File: config.mk
export PLATFORM = sky130hd
export DESIGN_NAME = uart_rx_buffered
export DESIGN_NICKNAME = d
export VERILOG_FILES = /design/src/rtl/uart_pkg.sv /design/src/rtl/uart_rx_fifo.sv /design/src/rtl/uart_rx_buffered.sv
export SDC_FILE = /design/constraint.sdc
export NUM_CORES = 1
export LEC_CHECK = 0
export ABC_AREA = 1
export BUFFER_PORTS_ARGS = -buffer_cell sky130_fd_sc_hd__buf_2
export CAP_MARGIN = 20
export CORE_MARGIN = 1
export CORE_UTILIZATION = 40
export DETAILED_ROUTE_END_ITERATION = 8
export PLACE_DENSITY = 0.66
export SLEW_MARGIN = 20
export SYNTH_ARGS = -nofsm -noshare
export SYNTH_HDL_FRONTEND = slang
export SYNTH_SLANG_ARGS = --single-unit
File: constraint.sdc
create_clock -name clk -period 4.8 [get_ports clk]
set_input_delay 0 -clock clk [delete_from_list [all_inputs] [get_ports clk]]
set_output_delay 0 -clock clk [all_outputs]
set_load 0.005 [all_outputs]
File: src/rtl/uart_pkg.sv
`default_nettype none
// ============================================================================
// Module      : uart_pkg
// Description : Shared constants, receiver state encoding and a width helper
//               for the buffered UART receive path.
// Revision    : 1.0 - initial release
// ============================================================================
package uart_pkg;

   localparam int PAR_NONE = 0;
   localparam int PAR_ODD  = 1;
   localparam int PAR_EVEN = 2;

   typedef enum logic [2:0] {
      ST_IDLE    = 3'd0,
      ST_START   = 3'd1,
      ST_DATA    = 3'd2,
      ST_PAR     = 3'd3,
      ST_STOP    = 3'd4,
      ST_WAIT_HI = 3'd5
   } rx_state_t;

   // Bits needed to hold values 0..n-1, never less than one bit.
   function automatic int cnt_width(input int n);
      return (n <= 2) ? 1 : $clog2(n);
   endfunction

endpackage
`default_nettype wire

File: src/rtl/uart_rx_fifo.sv
`default_nettype none
// ============================================================================
// Module      : uart_rx_fifo
// Description : First-word fall-through receive FIFO with occupancy count and
//               an overflow strobe for pushes refused while full.
// Revision    : 1.0 - initial release
// ============================================================================
module uart_rx_fifo #(
   parameter int WIDTH = 10,
   parameter int DEPTH = 64
) (
   input  logic                         clk,
   input  logic                         rst,
   input  logic                         push,
   input  logic [WIDTH-1:0]             din,
   input  logic                         pop,
   output logic [WIDTH-1:0]             dout,
   output logic                         empty,
   output logic                         full,
   output logic [$clog2(DEPTH+1)-1:0]   count,
   output logic                         ovf
);

   localparam int c_aw = $clog2(DEPTH);
   localparam int c_cw = $clog2(DEPTH + 1);
   localparam logic [c_aw-1:0] c_ptr_one = c_aw'(1);
   localparam logic [c_cw-1:0] c_cnt_one = c_cw'(1);
   localparam logic [c_cw-1:0] c_depth   = c_cw'(DEPTH);

   logic [WIDTH-1:0] r_mem [DEPTH];
   logic [c_aw-1:0]  r_wr_ptr;
   logic [c_aw-1:0]  r_rd_ptr;
   logic [c_cw-1:0]  r_count;
   logic             w_do_push;
   logic             w_do_pop;

   assign empty = (r_count == '0);
   assign full  = (r_count == c_depth);
   assign count = r_count;

   // A pop in the same cycle frees the slot, so a push into a full FIFO is
   // only refused when no pop accompanies it.
   assign w_do_pop  = pop & ~empty;
   assign w_do_push = push & (~full | w_do_pop);
   assign ovf       = push & full & ~w_do_pop;

   // Output is forced to zero while empty so reset shows a clean head word.
   assign dout = empty ? '0 : r_mem[r_rd_ptr];

   always_ff @(posedge clk) begin
      if (w_do_push) begin
         r_mem[r_wr_ptr] <= din;
      end
   end

   always_ff @(posedge clk or posedge rst) begin
      if (rst) begin
         r_wr_ptr <= '0;
         r_rd_ptr <= '0;
         r_count  <= '0;
      end else begin
         if (w_do_push) begin
            r_wr_ptr <= r_wr_ptr + c_ptr_one;
         end
         if (w_do_pop) begin
            r_rd_ptr <= r_rd_ptr + c_ptr_one;
         end
         case ({w_do_push, w_do_pop})
            2'b10:   r_count <= r_count + c_cnt_one;
            2'b01:   r_count <= r_count - c_cnt_one;
            default: r_count <= r_count;
         endcase
      end
   end

endmodule
`default_nettype wire

File: src/rtl/uart_rx_buffered.sv
`default_nettype none
// ============================================================================
// Module      : uart_rx_buffered
// Description : Oversampling UART receiver feeding an error-tagged FIFO.
//               Define UART_RX_BREAK_DET_EN to add the brk_det output.
// Revision    : 1.0 - initial release
// ============================================================================
module uart_rx_buffered
   import uart_pkg::*;
#(
   parameter int D_W       = 8,
   parameter int B_TICK    = 16,
   parameter int DEPTH     = 64,
   parameter int PARITY    = 0,
   parameter int STOP_BITS = 1
) (
   input  logic                         clk,
   input  logic                         rst,
   input  logic                         b_clk,
   input  logic                         rx_data,
   output logic                         b_en,
   input  logic                         rd_en,
   output logic [D_W-1:0]               ff_data_out,
   output logic                         ff_par_err,
   output logic                         ff_frm_err,
   output logic                         ff_empty,
   output logic                         ff_full,
   output logic [$clog2(DEPTH+1)-1:0]   ff_count,
   output logic                         ovr_err,
   input  logic                         ovr_clr
`ifdef UART_RX_BREAK_DET_EN
   ,
   output logic                         brk_det
`endif
);

   localparam int c_tw = cnt_width(B_TICK);
   localparam int c_bw = cnt_width(D_W);
   localparam logic [c_tw-1:0] c_tick_one  = c_tw'(1);
   localparam logic [c_tw-1:0] c_half_m1   = c_tw'(B_TICK / 2 - 1);
   localparam logic [c_tw-1:0] c_full_m1   = c_tw'(B_TICK - 1);
   localparam logic [c_bw-1:0] c_bit_one   = c_bw'(1);
   localparam logic [c_bw-1:0] c_last_bit  = c_bw'(D_W - 1);
   localparam logic            c_last_stop = (STOP_BITS == 2);
   localparam logic            c_odd       = (PARITY == PAR_ODD);

   logic            r_rx_meta;
   logic            r_rx_sync;
   rx_state_t       r_state,    w_state;
   logic [c_tw-1:0] r_tick,     w_tick;
   logic [c_bw-1:0] r_bit,      w_bit;
   logic [D_W-1:0]  r_shift,    w_shift;
   logic            r_par_err,  w_par_err;
   logic            r_frm_err,  w_frm_err;
   logic            r_stop_cnt, w_stop_cnt;
   logic            r_ovr_err;
   logic            w_push;
   logic            w_ovf;
   logic [D_W+1:0]  w_head;
`ifdef UART_RX_BREAK_DET_EN
   logic            r_par_zero, w_par_zero;
   logic            r_stop_lo,  w_stop_lo;
   logic            r_brk_det,  w_brk_det;
   assign brk_det = r_brk_det;
`endif

   assign b_en = (r_state != ST_IDLE);

   always_comb begin
      w_state    = r_state;
      w_tick     = r_tick;
      w_bit      = r_bit;
      w_shift    = r_shift;
      w_par_err  = r_par_err;
      w_frm_err  = r_frm_err;
      w_stop_cnt = r_stop_cnt;
      w_push     = 1'b0;
`ifdef UART_RX_BREAK_DET_EN
      w_par_zero = r_par_zero;
      w_stop_lo  = r_stop_lo;
      w_brk_det  = 1'b0;
`endif
      case (r_state)
         ST_IDLE: begin
            if (!r_rx_sync) begin
               w_state = ST_START;
               w_tick  = '0;
            end
         end
         ST_START: begin
            if (b_clk) begin
               if (r_tick == c_half_m1) begin
                  // Line back high at mid start bit: treat as a glitch.
                  if (r_rx_sync) begin
                     w_state = ST_IDLE;
                  end else begin
                     w_state = ST_DATA;
                     w_tick  = '0;
                     w_bit   = '0;
                  end
               end else begin
                  w_tick = r_tick + c_tick_one;
               end
            end
         end
         ST_DATA: begin
            if (b_clk) begin
               if (r_tick == c_full_m1) begin
                  w_tick  = '0;
                  w_shift = {r_rx_sync, r_shift[D_W-1:1]};
                  if (r_bit == c_last_bit) begin
                     w_state    = (PARITY != PAR_NONE) ? ST_PAR : ST_STOP;
                     w_par_err  = 1'b0;
                     w_frm_err  = 1'b0;
                     w_stop_cnt = 1'b0;
`ifdef UART_RX_BREAK_DET_EN
                     w_par_zero = 1'b1;
                     w_stop_lo  = 1'b1;
`endif
                  end else begin
                     w_bit = r_bit + c_bit_one;
                  end
               end else begin
                  w_tick = r_tick + c_tick_one;
               end
            end
         end
         ST_PAR: begin
            if (b_clk) begin
               if (r_tick == c_full_m1) begin
                  w_tick    = '0;
                  w_par_err = ((^r_shift) ^ r_rx_sync) != c_odd;
`ifdef UART_RX_BREAK_DET_EN
                  w_par_zero = ~r_rx_sync;
`endif
                  w_state   = ST_STOP;
               end else begin
                  w_tick = r_tick + c_tick_one;
               end
            end
         end
         ST_STOP: begin
            if (b_clk) begin
               if (r_tick == c_full_m1) begin
                  w_tick    = '0;
                  w_frm_err = r_frm_err | ~r_rx_sync;
`ifdef UART_RX_BREAK_DET_EN
                  w_stop_lo = r_stop_lo & ~r_rx_sync;
`endif
                  if (r_stop_cnt == c_last_stop) begin
`ifdef UART_RX_BREAK_DET_EN
                     if ((r_shift == '0) && r_par_zero && w_stop_lo) begin
                        w_brk_det = 1'b1;
                        w_state   = ST_WAIT_HI;
                     end else begin
                        w_push  = 1'b1;
                        w_state = w_frm_err ? ST_WAIT_HI : ST_IDLE;
                     end
`else
                     w_push  = 1'b1;
                     w_state = w_frm_err ? ST_WAIT_HI : ST_IDLE;
`endif
                  end else begin
                     w_stop_cnt = 1'b1;
                  end
               end else begin
                  w_tick = r_tick + c_tick_one;
               end
            end
         end
         ST_WAIT_HI: begin
            if (r_rx_sync) begin
               w_state = ST_IDLE;
            end
         end
         default: begin
            w_state = ST_IDLE;
         end
      endcase
   end

   always_ff @(posedge clk or posedge rst) begin
      if (rst) begin
         r_rx_meta  <= 1'b1;
         r_rx_sync  <= 1'b1;
         r_state    <= ST_IDLE;
         r_tick     <= '0;
         r_bit      <= '0;
         r_shift    <= '0;
         r_par_err  <= 1'b0;
         r_frm_err  <= 1'b0;
         r_stop_cnt <= 1'b0;
`ifdef UART_RX_BREAK_DET_EN
         r_par_zero <= 1'b1;
         r_stop_lo  <= 1'b1;
         r_brk_det  <= 1'b0;
`endif
      end else begin
         r_rx_meta  <= rx_data;
         r_rx_sync  <= r_rx_meta;
         r_state    <= w_state;
         r_tick     <= w_tick;
         r_bit      <= w_bit;
         r_shift    <= w_shift;
         r_par_err  <= w_par_err;
         r_frm_err  <= w_frm_err;
         r_stop_cnt <= w_stop_cnt;
`ifdef UART_RX_BREAK_DET_EN
         r_par_zero <= w_par_zero;
         r_stop_lo  <= w_stop_lo;
         r_brk_det  <= w_brk_det;
`endif
      end
   end

   // Sticky overrun: a new overrun outranks a simultaneous clear.
   always_ff @(posedge clk or posedge rst) begin
      if (rst) begin
         r_ovr_err <= 1'b0;
      end else if (w_ovf) begin
         r_ovr_err <= 1'b1;
      end else if (ovr_clr) begin
         r_ovr_err <= 1'b0;
      end
   end

   assign ovr_err = r_ovr_err;

   uart_rx_fifo #(
      .WIDTH (D_W + 2),
      .DEPTH (DEPTH)
   ) u_fifo (
      .clk   (clk),
      .rst   (rst),
      .push  (w_push),
      .din   ({w_frm_err, r_par_err, r_shift}),
      .pop   (rd_en),
      .dout  (w_head),
      .empty (ff_empty),
      .full  (ff_full),
      .count (ff_count),
      .ovf   (w_ovf)
   );

   assign ff_frm_err  = w_head[D_W+1];
   assign ff_par_err  = w_head[D_W];
   assign ff_data_out = w_head[D_W-1:0];

endmodule
`default_nettype wire
==> flow_summary.yaml <==
clocking:
  numClockSinks: 682
  cts_tree: "done"
  cts_max_level: 3
  cts_buffers: 70
  root_buffer: "clkbuf_16"
  clockBufferDepth: 3
  clock_latency_ns: 0.62
  path_clk_slew_ns: 0.06
synth:
  yosys_warnings: 0
  netlist.area_leader.share_pct: 65.54
  synth_edf_count: 640
  synthFlopType: "edfxtp_1"
  ys_types: 37
  yosysMostFrequentCell: "nand2_1"
  postSynth.asyncResetShare_pct: 6.158
  synthCells: 2787
  synth.largest_area_cell: "edfxtp_1"
  netlist_area_sq_um: 29320
  synth_common_cells: "836 x nand2_1, 640 x edfxtp_1, 363 x nand3_1"
  synth_seq_cells: 682
  synth_area_leaders: "edfxtp_1 66%, nand2_1 11%, nand3_1 6.2%"
  synth_nets: 2801
  avgSynthCellArea_sq_um: 10.52
  seq_area_frac_synth_pct: 69.13
route:
  wl_per_cell_microns: 19.60
  first_pass_iters: 6
  post-route-drc-count: 0
  ant_nets: 0
  detail_route.iter0.violations: 2192
  wirelength_microns: 74510
  route.vias.total: 19730
  via_per_inst: 5.190
worst_setup_path:
  rr_worst_depth: 9
  startpoint: "u_fifo.r_rd_ptr[0]$_DFFE_PP0P_"
  crit_type: "reg -> out"
  crit_path_max_fanout: 142
  crit_path_end: "ff_data_out[7]"
  crit_path_end_kind: "primary output"
  rr_endpoint: "u_fifo.r_mem[62][3]$_DFFE_PP_"
  crit_required_ns: 4.80
  r2r-start: "r_tick[1]$_DFFE_PP0P_"
  ff2ff_setup_slack_ns: 1.59
  critPathLaunchType: "flip-flop"
  cp.arrival_ns: 3.90
floorplan:
  initial_core_util_pct: 40.74
  fp-row-count: 98
  die_area_sq_um: 74400
  die_w_microns: 272.8
  core-area_sq_um: 71980
  io_pins: 27
  die_height_microns: 272.8
run:
  maxCapViolations: 0
timing:
  rsz0062_at_grt: "no"
  slew_headroom_pct: 25.01
  hold_violations: 0
  setup_viol: 0
  timing.fmax_mhz: 256.3
  setup_tns_ns: 0
  period_share_pct: 81.29
  finalClockSkew_ns: 0.03281
  holdWs_ns: 0.01385
  fin_crit_ns: 3.902
  worst_slew_pin_slew_ns: 1.121
  drv_slew: 0
global_routing:
  grt_first_pass_wirelength_microns: 113700
  grt_util_all_layers_pct: 20.02
  antenna_found_initial: 0
  overflow: 0
  grt_pass1_vias: 18570
  grt_start_max_net_pins: 206
pwr:
  irDropWorstVdd_mv: 0.5951
  p_leak_nw: 12.82
  p_per_area_nw_per_um2: 544.2
final_layout:
  nNetsFinal: 2810
  insertedDiodeCount: 0
  area_growth_pct: 11.29
  drive_gt1_share_pct: 7.188
  nFillCells: 6524
  stdcell_area_sq_um: 32630
outcome:
  status: "finished clean"
min_path:
  hp-class: "in -> async"
placement:
  dpl_cell_area_sq_um: 30380
  port_buffers: 26
  globalplace.congestion: 0.8590
  hpwlAfterDp_microns: 42180
==> flip-flops by register name, summed over array words and instances (netlist names) <==
| name | count |
|---|---|
| u_fifo.count | 7 |
| r_shift | 8 |
| r_frm_err | 1 |
| u_fifo.r_mem | 640 |
| u_fifo.r_rd_ptr | 6 |
| r_rx_meta | 1 |
| u_fifo.r_wr_ptr | 6 |
| r_par_err | 1 |
| r_bit | 3 |
| r_state | 3 |
| r_rx_sync | 1 |
| r_tick | 4 |
| ovr_err | 1 |
==> per-layer routing <==
| metal | global-route usage, % | part of all wire, % | vias up |
|---|---|---|---|
| met5 | 0 | 0 | - |
| met4 | 5.869 | 2.6 | 0 |
| met3 | 3.752 | 8.2 | 109 |
| met2 | 31.34 | 46 | 859 |
| met1 | 28.34 | 43 | 9481 |
| li1 | - | - | 9285 |
==> timing repair <==
action / in CTS / in global routing
buffers inserted: 0 / 0
hold buffers: 6 / 0
endpoints found under the hold margin: 56 / 0
resized for setup: 0 / 0
==> report_power, final <==
group          internal, W  switching, W
Combinational      0.00164       0.00419
Clock              0.00288       0.00228
Sequential         0.00657      0.000207
Total               0.0111       0.00667
==> metrics by stage <==
stage	cells	power (W)	utilization, %	setup slack (ns)
after floorplan	2787	0.01075	-	1.227
after global placement	3666	0.01262	42.21	1.618
after detailed placement	3666	0.01265	42.21	1.548
after CTS	3800	0.01778	45.27	0.9900
after global routing	3802	0.01864	45.34	0.7049
final	3802	0.01776	45.34	0.8981
==> worst max-delay path, stage by stage (launching register included) <==
cell	delay [ns]
dfrtp_4	0.70
inv_8	0.62
buf_4	0.48
nand2_1	0.11
nand2_1	0.07
nand2_1	0.05
nand3_1	0.12
nand3_1	0.13
nand2_1	0.20
nand3_1	0.08
a21oi_1	0.36
buf_2	0.19
==> layout make-up <==
type / instances / area (sq um) / share of cell area [%]
sequential: 682 / 20290 / 62.18
multi-input combinational: 1685 / 7363 / 22.56
clock buffer: 88 / 1819 / 5.575
tap: 950 / 1189 / 3.642
inverter: 283 / 1072 / 3.286
timing repair buffer: 74 / 575.6 / 1.764
clock inverter: 40 / 324.1 / 0.9930
==> kinds of logic (layout without fill, tap and decap cells) <==
| family | Yosys count | in the layout | synth area share [%] |
|---|---|---|---|
| compound gates | 162 | 162 | 2.846 |
| flops | 682 | 682 | 69.13 |
| xor+xnor | 21 | 21 | 0.6272 |
| buf+inv | 420 | 485 | 5.888 |
| simple gates | 1493 | 1493 | 21.13 |
| mux | 1 | 1 | 0.03840 |
| fa+ha+maj | 8 | 8 | 0.3414 |
==> worst min-delay path by stage <==
stage          slack, ns                           to  cells after the start  startpoint
2_1_floorplan      0.004          r_rx_meta$_DFF_PP1_                      0     rx_data
3_3_place_gp        0.11          r_rx_meta$_DFF_PP1_                      1     rx_data
3_5_place_dp        0.11          r_rx_meta$_DFF_PP1_                      1     rx_data
4_1_cts             0.02          r_rx_meta$_DFF_PP1_                      2     rx_data
5_1_grt             0.02          r_rx_meta$_DFF_PP1_                      2     rx_data
6_report            0.01  u_fifo.count[3]$_DFFE_PP0P_                      3         rst
==> placed cells by master (no fill, tap or decap), drive strengths merged, types with 8 or more instances in the layout <==
cell type and n:
xor2 11, inv 284, nand2 838, buf 68, and3 10, a21oi 50, xnor2 10, edfxtp 640
clkbuf 88, nand3 370, clkinv 34, nor2 265, dfrtp 40, o21ai 104, ha 8
(Power assumes the default switching activity.)
